==> src/rtl/data_mem_responder.sv <==
// Multi-cycle word data memory behind a request/acknowledge port.
// Each access waits WAIT_CYCLES before it commits. Misaligned accesses are flagged, not performed.
module data_mem_responder #(
    parameter int unsigned DEPTH_LOG2  = 5,
    parameter int unsigned WAIT_CYCLES = 2
) (
    input  logic        Clk,
    input  logic        Clr,
    input  logic        Req,
    input  logic        We,
    input  logic [31:0] Addr,
    input  logic [31:0] Wdata,
    output logic [31:0] Rdata,
    output logic        Ack,
    output logic        Err,
    output logic        Busy
);

    localparam int            Depth   = 1 << DEPTH_LOG2;
    localparam int            AddrW   = DEPTH_LOG2 + 2;
    localparam logic [3:0]    WaitCnt = 4'(WAIT_CYCLES);

    typedef enum logic [1:0] {StIdle, StAccess, StResp} state_e;

    state_e             state_q, state_d;
    logic [3:0]         cnt_q, cnt_d;
    logic [AddrW-1:0]   addr_q, addr_d;
    logic               we_q, we_d;
    logic [31:0]        wdata_q, wdata_d;
    logic [31:0]        rdata_q, rdata_d;
    logic               ack_q, ack_d;
    logic               err_q, err_d;
    logic [31:0]        mem_q [Depth];
    logic               mem_we;
    logic [DEPTH_LOG2-1:0] idx;
    logic               misaligned;

    // Only the word-index and byte-offset bits are kept; higher bits alias.
    assign idx        = addr_q[AddrW-1:2];
    assign misaligned = |addr_q[1:0];

    always_comb begin
        state_d = state_q;
        cnt_d   = cnt_q;
        addr_d  = addr_q;
        we_d    = we_q;
        wdata_d = wdata_q;
        rdata_d = rdata_q;
        ack_d   = ack_q;
        err_d   = err_q;
        mem_we  = 1'b0;
        case (state_q)
            StIdle: begin
                if (Req) begin
                    addr_d  = Addr[AddrW-1:0];
                    we_d    = We;
                    wdata_d = Wdata;
                    cnt_d   = WaitCnt;
                    state_d = StAccess;
                end
            end
            StAccess: begin
                if (cnt_q != 4'd0) begin
                    cnt_d = cnt_q - 4'd1;
                end else begin
                    ack_d   = 1'b1;
                    state_d = StResp;
                    if (misaligned) begin
                        rdata_d = '0;
                        err_d   = 1'b1;
                    end else if (we_q) begin
                        mem_we = 1'b1;
                    end else begin
                        rdata_d = mem_q[idx];
                    end
                end
            end
            StResp: begin
                ack_d   = 1'b0;
                err_d   = 1'b0;
                state_d = StIdle;
            end
            default: state_d = StIdle;
        endcase
    end

    always_ff @(posedge Clk) begin
        if (Clr) begin
            state_q <= StIdle;
            cnt_q   <= '0;
            addr_q  <= '0;
            we_q    <= 1'b0;
            wdata_q <= '0;
            rdata_q <= '0;
            ack_q   <= 1'b0;
            err_q   <= 1'b0;
            for (int i = 0; i < Depth; i++) begin
                mem_q[i] <= '0;
            end
        end else begin
            state_q <= state_d;
            cnt_q   <= cnt_d;
            addr_q  <= addr_d;
            we_q    <= we_d;
            wdata_q <= wdata_d;
            rdata_q <= rdata_d;
            ack_q   <= ack_d;
            err_q   <= err_d;
            if (mem_we) begin
                mem_q[idx] <= wdata_q;
            end
        end
    end

    assign Rdata = rdata_q;
    assign Ack   = ack_q;
    assign Err   = err_q;
    assign Busy  = Req & ~ack_q;

endmodule

==> config.mk <==
export PLATFORM = sky130hd
export DESIGN_NAME = data_mem_responder
export DESIGN_NICKNAME = d
export VERILOG_FILES = /design/src/rtl/data_mem_responder.sv
export SDC_FILE = /design/constraint.sdc
export NUM_CORES = 1
export LEC_CHECK = 0
export BUFFER_PORTS_ARGS = -buffer_cell sky130_fd_sc_hd__buf_2
export CAP_MARGIN = 10
export CORE_MARGIN = 5
export CORE_UTILIZATION = 40
export CTS_BUF_LIST = sky130_fd_sc_hd__clkbuf_4 sky130_fd_sc_hd__clkbuf_8
export DETAILED_ROUTE_END_ITERATION = 8
export PLACE_DENSITY = 0.67
export SLEW_MARGIN = 20
export SYNTH_ARGS = -nofsm -noshare
export SYNTH_HDL_FRONTEND = slang
export SYNTH_SLANG_ARGS = --single-unit
==> constraint.sdc <==
create_clock -name Clk -period 5 [get_ports Clk]
set_input_delay 1 -clock Clk [delete_from_list [all_inputs] [get_ports Clk]]
set_output_delay 1 -clock Clk [all_outputs]
set_load 0.05 [all_outputs]
==> results_dict.tcl <==
set metrics [dict create \
    fp.dieW_um 362.2 \
    slew_headroom 0.2409 \
    crit_top_cell "or3b_1" \
    hpwl_mm 74.86 \
    tightest_slew_ns 1.137 \
    endpoint_kind "flop" \
    outcome "finished, final reports clean" \
    synthArstFlopShare 0 \
    holdCritPathClass "in -> reg" \
    core_sq_um 123500 \
    grt_pass1_vias 28360 \
    tritoncts "yes" \
    arrival_ns 4.08 \
    ioPinCount 103 \
    max_stage_delay_ns 0.76 \
    routabilityCongestion 0.7986 \
    ant_nets 0 \
    area_growth_pct 11.86 \
    drv_slew 0 \
    r2r_cells 8 \
    synth-seq-cells 1109 \
    r2r-start "cnt_q[0]$_SDFFE_PP0P_" \
    start_kind "flop" \
    hp-start "Wdata[9]" \
    die_area_sq_um 131200 \
    setup_viol 0 \
    yosysWarnings 0 \
    cts_buffers 172 \
    rsz0062_at_grt "false" \
    crit_slowest_cell "or3b_1" \
    critical_path_required_ns 5.50 \
    initial_utilization 0.4019 \
    htree_levels 4 \
    cellPowerDensity_nw_per_um2 356.4 \
    cts_setup_buffers 0 \
    cp_max_fo 18 \
    synth_edf_count 1024 \
    drt_first_iter_violations 3203 \
    syn_inst 3304 \
    num_rows 129 \
    drc 0 \
    syn_area_per_cell_sq_um 15.02 \
    finalWirelength_mm 130.2 \
    synth_area_sq_um 49630 \
    grt_overflow 0 \
    timing.fmax_ghz 0.2793 \
    cts.sinks 1109 \
    hold_path_depth 3 \
    ys_seq_area_frac 0.6539 \
    cap_violations 0 \
    io_buffers 77 \
    dr.pass1.iters 5 \
    cp_cell_sequence "inv_1 > ha_1 > or3b_1 > nor4_4 > or3b_1 > nor2_4 > or2_2 > buf_12" \
    grtUsageTotal 0.1971 \
    r2r_end "mem_q[12][30]$_SDFFCE_PN0P_" \
    clockBufferDepth 3 \
    criticalPathCategory "reg -> reg" \
    synth.net_count 3374 \
    post_drt_wl_per_cell_um 25.34 \
    grt_max_degree 63 \
    synth-main-ff-cell "edfxtp_1" \
    cts_resized 0 \
    rrSetupSlack_ns 1.42 \
    die_height_um 362.2 \
    grt_pass1_wl_mm 191.4 \
    fin_skew_ns 0.03835 \
    min_to "wdata_q[9]$_SDFFE_PP0N_" \
    final_cell_mix "1024 x and2_1, 1024 x edfxtp_1, 262 x mux4_2" \
    fill_cells 10810 \
    layout.nets 3425 \
    ir_drop_uv 256.8 \
    layout-drive-gt1-share 0.2346 \
    clkTransAtPathRegs_ns 0.06 \
    min_period_ns 3.580 \
    clkLatencyLatePin_ns 0.83 \
    finalHoldViolations 0 \
    ctsHoldBuffers 0 \
    p_leak_nw 19.58 \
    finalCritPeriodShare 0.7160 \
    ys_types 48 \
    ctsRootBufferMaster "clkbuf_8" \
    power_mw 19.78 \
    final.setup.tns_ns 0 \
    antenna_found_initial 8 \
    vias 27910 \
    viasPerCell 5.430 \
]
cell usage after synthesis (2+ instances only):
cell	instances	area (sq um)
a211oi_1	15	112.6
a21o_1	2	15.01
a21oi_1	88	440.4
a22o_1	2	17.52
a22oi_1	2	15.01
a31oi_1	3	18.77
and2_1	1025	6412
buf_1	18	67.56
buf_2	57	285.3
buf_4	5	37.54
clkbuf_1	230	863.3
dfxtp_1	85	1702
edfxtp_1	1024	30750
ha_1	2	25.02
inv_1	4	15.01
mux2_2	7	78.83
mux2i_1	87	870.8
mux4_2	262	5901
nand2_1	151	566.8
nand2b_1	2	12.51
nand3_1	6	30.03
nand3b_1	8	60.06
nor2_1	95	356.6
nor2_4	8	90.09
nor2b_1	14	87.58
nor3_1	10	50.05
nor3b_1	2	15.01
nor4b_1	2	17.52
o2111ai_1	8	70.07
o221ai_1	2	17.52
o31a_1	5	43.79
o32a_1	23	230.2
or2_2	32	200.2
or3_1	2	12.51
or3b_1	2	17.52
or4_1	2	15.01
state kept, by name, indices dropped and copies added, names as in the netlist, named ones only:
register	count
mem_q	1024
Rdata	32
wdata_q	32
addr_q	7
cnt_q	4
state_q	2
Ack	1
Err	1
we_q	1
critical path, delay by kind of cell (launching register included):
kind / cells / cell delay, ns
adders and majority gates: 1 / 0.16
buffers and inverters: 2 / 0.36
DFF: 1 / 0.34
and+or+nand+nor: 5 / 2.39
per-layer routing:
layer | track usage | routed length, um
met3 | 0.04658 | 12750
met4 | 0.05443 | 2859
met1 | 0.2757 | 53600
met2 | 0.3112 | 61000
met5 | 0 | 0
worst max-delay path by stage:
stage,from,end,slack [ns],cells past startpoint
2_1_floorplan,Clr,mem_q[28][0]$_SDFFCE_PN0P_,1.76,7
3_3_place_gp,Clr,mem_q[12][30]$_SDFFCE_PN0P_,1.05,7
3_5_place_dp,Clr,mem_q[12][30]$_SDFFCE_PN0P_,1.01,7
4_1_cts,cnt_q[0]$_SDFFE_PP0P_,mem_q[12][26]$_SDFFCE_PN0P_,1.45,8
5_1_grt,cnt_q[0]$_SDFFE_PP0P_,mem_q[12][28]$_SDFFCE_PN0P_,1.36,8
6_report,cnt_q[0]$_SDFFE_PP0P_,mem_q[12][30]$_SDFFCE_PN0P_,1.42,8
per-stage QoR:
stage | hold slack, ns | instance area [sq um] | utilization | cells | setup WS, ns
after CTS | 0.3406 | 55500 | 0.4495 | 5137 | 1.452
after floorplan | 0.4580 | 49630 | - | 3304 | 1.759
after detailed placement | 0.4491 | 52060 | 0.4217 | 4818 | 1.011
after global routing | 0.3804 | 55510 | 0.4496 | 5138 | 1.357
final | 0.4179 | 55510 | 0.4496 | 5139 | 1.420
after global placement | 0.4505 | 52060 | 0.4216 | 4818 | 1.047
final cells by class:
| cell class | instances | area (sq um) | share of cell area |
|---|---|---|---|
| Antenna cell | 2 | 5.005 | 0.00009016 |
| Clock inverter | 68 | 391.6 | 0.007055 |
| Tap cell | 1637 | 2048 | 0.03690 |
| Inverter | 5 | 18.77 | 0.0003381 |
| Sequential cell | 1109 | 32480 | 0.5851 |
| Timing Repair Buffer | 188 | 1572 | 0.02831 |
| Multi-Input combinational cell | 1879 | 15960 | 0.2874 |
| Clock buffer | 251 | 3042 | 0.05479 |
where the power goes:
group	internal, mW	switching [mW]
sequential	10.4	0.245
clock	4.02	3.60
combinational	0.573	0.922
cell families (layout without fill, tap and decap cells):
logic type / after synthesis / in the layout / share of synthesized area
xor gates and xnor gates: 2 / 2 / 0.0003530
AOI/OAI and AO/OA: 153 / 153 / 0.02030
other: 0 / 2 / 0
and+or+nand+nor: 1366 / 1366 / 0.1611
adders and majority gates: 2 / 2 / 0.0005042
muxes: 356 / 356 / 0.1380
buffers and inverters: 316 / 512 / 0.02587
DFF: 1109 / 1109 / 0.6539
Note: power is estimated with default switching activity, not from simulation.
